## config.mk

```make
export PLATFORM = sky130hd
export DESIGN_NAME = cmp_max_tracker
export DESIGN_NICKNAME = d
export VERILOG_FILES = /design/src/rtl/cmp_max_tracker.sv
export SDC_FILE = /design/constraint.sdc
export NUM_CORES = 1
export LEC_CHECK = 0
export CORE_MARGIN = 10
export CORE_UTILIZATION = 53
export CTS_BUF_LIST = sky130_fd_sc_hd__clkbuf_8 sky130_fd_sc_hd__clkbuf_16
export DETAILED_ROUTE_END_ITERATION = 10
export GPL_ROUTABILITY_DRIVEN = 0
export PLACE_DENSITY = 0.91
export SLEW_MARGIN = 20
export SYNTH_ARGS = -nofsm -noshare
export SYNTH_HDL_FRONTEND = slang
export SYNTH_SLANG_ARGS = --single-unit
export TNS_END_PERCENT = 50
```

## constraint.sdc

```tcl
create_clock -name clk -period 4.15 [get_ports clk]
set_clock_uncertainty 0.15 [all_clocks]
set_input_delay 0.415 -clock clk [delete_from_list [all_inputs] [get_ports clk]]
set_output_delay 0.415 -clock clk [all_outputs]
set_load 0.02 [all_outputs]
```

## src/rtl/cmp_max_tracker.sv

```systemverilog
// Running-maximum tracker that drives an external W-bit magnitude comparator.
// Optional macro CMP_SELF_CHECK_EN adds an internal cross-check of cmp_g/cmp_e.
//
// Handshake: a sample transfers on a rising clk edge where in_valid and
// in_ready are both high. in_data and in_last are only looked at on that edge.
// in_ready is high only in WAIT_IN and depends on state alone, never on in_valid.
module cmp_max_tracker #(
    parameter int W     = 6,
    parameter int CNT_W = 8
) (
    input  logic             clk,
    input  logic             rst,
    input  logic             start,
    input  logic             in_valid,
    input  logic [W-1:0]     in_data,
    input  logic             in_last,
    output logic             in_ready,
    output logic [W-1:0]     cmp_a,
    output logic [W-1:0]     cmp_b,
    input  logic             cmp_g,
    input  logic             cmp_e,
    output logic [W-1:0]     max_out,
    output logic [CNT_W-1:0] max_idx,
    output logic [CNT_W-1:0] eq_count,
    output logic             busy,
    output logic             done,
    output logic             ovf,
    output logic             cmp_err,
    output logic [1:0]       dbg_state
);

    typedef enum logic [1:0] {
        S_IDLE    = 2'd0,
        S_WAIT_IN = 2'd1,
        S_EVAL    = 2'd2,
        S_DONE    = 2'd3
    } state_t;

    localparam logic [CNT_W-1:0] CNT_MAX = {CNT_W{1'b1}};

    state_t           state, state_nxt;
    logic [W-1:0]     cand, max_r;
    logic [CNT_W-1:0] idx_r, eq_r, count, cur_idx;
    logic             first, last_r, ovf_r;
    logic             restart, accept, eval;

    always_ff @(posedge clk or posedge rst) begin
        if (rst) state <= S_IDLE;
        else     state <= state_nxt;
    end

    always_comb begin
        state_nxt = state;
        in_ready  = 1'b0;
        busy      = 1'b0;
        done      = 1'b0;
        restart   = 1'b0;
        accept    = 1'b0;
        eval      = 1'b0;
        case (state)
            S_IDLE: begin
                if (start) begin
                    restart   = 1'b1;
                    state_nxt = S_WAIT_IN;
                end
            end
            S_WAIT_IN: begin
                in_ready = 1'b1;
                busy     = 1'b1;
                if (in_valid) begin
                    accept    = 1'b1;
                    state_nxt = S_EVAL;
                end
            end
            S_EVAL: begin
                busy      = 1'b1;
                eval      = 1'b1;
                state_nxt = last_r ? S_DONE : S_WAIT_IN;
            end
            S_DONE: begin
                done = 1'b1;
                if (start) begin
                    restart   = 1'b1;
                    state_nxt = S_WAIT_IN;
                end
            end
            default: state_nxt = S_IDLE;
        endcase
    end

    // Operands are taken from registers only, so the comparator sees stable
    // values for the whole EVAL cycle.
    always_ff @(posedge clk or posedge rst) begin
        if (rst) begin
            cand    <= '0;
            max_r   <= '0;
            idx_r   <= '0;
            eq_r    <= '0;
            count   <= '0;
            cur_idx <= '0;
            first   <= 1'b0;
            last_r  <= 1'b0;
            ovf_r   <= 1'b0;
        end else if (restart) begin
            max_r <= '0;
            idx_r <= '0;
            eq_r  <= '0;
            count <= '0;
            ovf_r <= 1'b0;
            first <= 1'b1;
        end else if (accept) begin
            cand    <= in_data;
            last_r  <= in_last;
            cur_idx <= count;
            if (count == CNT_MAX) ovf_r <= 1'b1;
            else                  count <= count + 1'b1;
        end else if (eval) begin
            if (first) begin
                max_r <= cand;
                idx_r <= cur_idx;
                first <= 1'b0;
            end else if (cmp_g) begin
                max_r <= cand;
                idx_r <= cur_idx;
            end else if (cmp_e && (eq_r != CNT_MAX)) begin
                // A tie only counts; the earliest index is kept.
                eq_r <= eq_r + 1'b1;
            end
        end
    end

`ifdef CMP_SELF_CHECK_EN
    logic err_r, chk_g, chk_e;

    assign chk_g = (cand > max_r);
    assign chk_e = (cand == max_r);

    always_ff @(posedge clk or posedge rst) begin
        if (rst)
            err_r <= 1'b0;
        else if (restart)
            err_r <= 1'b0;
        else if (eval && !first && ((chk_g != cmp_g) || (chk_e != cmp_e)))
            err_r <= 1'b1;
    end

    assign cmp_err = err_r;
`else
    assign cmp_err = 1'b0;
`endif

    assign cmp_a     = cand;
    assign cmp_b     = max_r;
    assign max_out   = max_r;
    assign max_idx   = idx_r;
    assign eq_count  = eq_r;
    assign ovf       = ovf_r;
    assign dbg_state = state;

endmodule

```

==> results.cfg <==
[die]
start_util_pct = 55.5
dieHeight_um = 85.2
rows = 23
boundaryPins = 54
dieArea_um2 = 7250
core-area_um2 = 4060
fp.dieW_um = 85.2

[flow_run]
cap_violations = 0

[setup_path]
crit_chain = inv_1 -> ha_1 -> and2_2 -> nor2_2 -> mux2_2
crit_arrival_ps = 2680
crit_path_top_delay_cell = nor2_2
cp.buffers_inverters = 1
worstSetupEndpointType = flop
start_kind = flop
crit_required_ps = 4200
path_delay_family = simple AND/OR/NAND/NOR gates
cp_max_fo = 31
cpPeakStageDelay_ps = 710
critPathKind = flop to flop

[synth]
synthArstFlopShare_pct = 100
yosysMostFrequentCell = dfrtp_1
ys_types = 41
synth-seq-area-share_pct = 54.5
ys.warnings.count = 0
synth.area.top_cells = dfrtp_1, mux2_2, nand2_1
synth_edf_count = 0
synthCells = 213
yosys.area.top_type = dfrtp_1
syn-num-nets = 231
ys_ff_latch = 49
synth_top_area_share_pct = 54.5
yosys-top-cells-count = dfrtp_1, nand2_1, a21oi_1, mux2_2, o21ai_0
netlist_area_um2 = 2250
synth-main-ff-cell = dfrtp_1
syn_area_per_cell_um2 = 10.6

[global_route]
use_met3_pct = 4.49
grt.total_usage_pct = 14.1
grt_pass1_vias = 1712
antenna_found_initial = 0
grt-busiest-layer = met2
grt_pass1_wl_um = 8370
grtUsageMet2_pct = 25.3
overflow = 0
grt_use_met1_pct = 15.2
grt_max_degree = 50

[pwr]
power_frac_comb_pct = 43.6
leakagePower_nw = 1.23
power_density_nw_per_um2 = 612
p_sw_share_pct = 37.9
internal_power_w = 0.00109
p_seq_share_pct = 37.2
pwr-share-clk_pct = 19.1
ir_drop_mv = 0.335
p_switching_w = 0.000666

[cts]
cts_hold_repair.buffers = 0
ctsResizeCount = 0
clock_path_buffers = 2
postCtsSetupRepairBufs = 0
cts_tree = built
clk_latency_ps = 310
cts-root-buf = clkbuf_8
cts_made_buffers = 5
ctsHtreeMaxLevel = 2
clock_sinks = 49
path_clk_slew_ps = 90

[timing]
slew_headroom_pct = 34.7
whs_ps = 369
fin_tns_setup_ps = 0
finalHoldViolCount = 0
finalWorstSetupSlack_ps = 1520
drv_slew = 0
period_needed_ps = 2630
worst_pin_slew_ps = 978
period_share_pct = 63.5
max_freq_mhz = 380
rsz0062_at_grt = no
setup_viol = 0

[place]
dpl.cell_count = 302
post-place-ws_ps = 1220
port_buffers = 52
hpwlAfterDp_um = 3720

[detailed_routing]
ant_nets = 0
via_per_inst = 5.52
drc = 0
wl_per_cell_um = 16.4
routed_wl_um = 5080
dr.pass1.iters = 6
vias = 1711
drtIter0Drc = 147

[final_layout]
n_fill_cell = 293
ff_latch_area_um2 = 1230
drive_gt1_share_pct = 11.9
n_antenna_cell = 0
layout.cells.non_filler = 310
nNetsFinal = 277
final_util_pct = 70.8
multi_input_area_um2 = 910
area_growth_pct = 27.6

[min_path]
hold_path_class = flop to flop

[outcome]
status = finished, final reports clean
## area by class of cell
type,count,share of cell area (%)
Multi-Input combinational cell,141,31.7
Sequential cell,49,42.7
Tap cell,50,2.18
Clock buffer,5,2.40
Timing Repair Buffer,53,18.4
Inverter,9,1.18
Clock inverter,3,1.48
## worst paths after layout
kind                       cells after the start    startpoint  endpoint  slack, ps
setup / recovery                               5  dbg_state[0]  cmp_a[3]       1520
max in group asynchronous                      2           rst  count[3]       2750
hold / removal                                 1           ovf       ovf        370
min in group asynchronous                      2           rst  cmp_b[3]        500
setup reg to reg                               5  dbg_state[0]  cmp_a[3]       1520
hold reg to reg                                1           ovf       ovf        370
## power groups by stage
stage | registers, W | logic, W | clock network (W)
final | 0.000655 | 0.000767 | 0.000336
after global routing | 0.000671 | 0.000822 | 0.000363
after global placement | 0.000658 | 0.000747 | 0
after floorplan | 0.000742 | 0.000389 | 0
after CTS | 0.000655 | 0.000777 | 0.000343
after detailed placement | 0.000665 | 0.000773 | 0
## cells by family after synthesis
kind of cell               share of synthesized area (%)
other                                              0.167
AOI/OAI and AO/OA                                   12.6
xor gates and xnor gates                            1.95
muxes                                               7.89
and+or+nand+nor                                     15.0
DFF                                                 54.5
adders and majority gates                           2.78
buffers and inverters                               5.17
## through the flow
| stage | area [um^2] | power, W |
|---|---|---|
| after floorplan | 2250 | 0.00113 |
| after global placement | 2760 | 0.00141 |
| after detailed placement | 2760 | 0.00144 |
| after CTS | 2870 | 0.00177 |
| after global routing | 2870 | 0.00186 |
| final | 2870 | 0.00176 |
## layer usage
| layer | part of all wire [%] | routed length, um |
|---|---|---|
| met1 | 40 | 2050 |
| met2 | 54 | 2730 |
| met3 | 4.4 | 221 |
| met4 | 1.3 | 67 |
| met5 | 0 | 0 |
## state kept, by name, indices dropped and copies added (netlist names)
register and flops:
last_r 1, first 1, cmp_a 6, max_idx 8, cur_idx 8, dbg_state 2
ovf 1, eq_count 8, count 8, cmp_b 6
## placed cells by master, fill, tap and decap left out, types with 4 or more instances in the layout
cell and instances:
dfrtp_1 49, inv_1 9, clkdlybuf4s50_1 52, a21oi_1 21, ha_1 5, nor2_1 8, or3_1 5, clkbuf_8 5
mux2_2 14, xor2_1 5, nor3_1 4, nand2_1 34, o21ai_0 10
## worst reg2reg max path, stage by stage, from the launching register on
cell	delay, ps
dfrtp_1	400
inv_1	80
ha_1	340
and2_2	410
nor2_2	720
mux2_2	420
No activity file was read; power rests on OpenSTA's default activity.
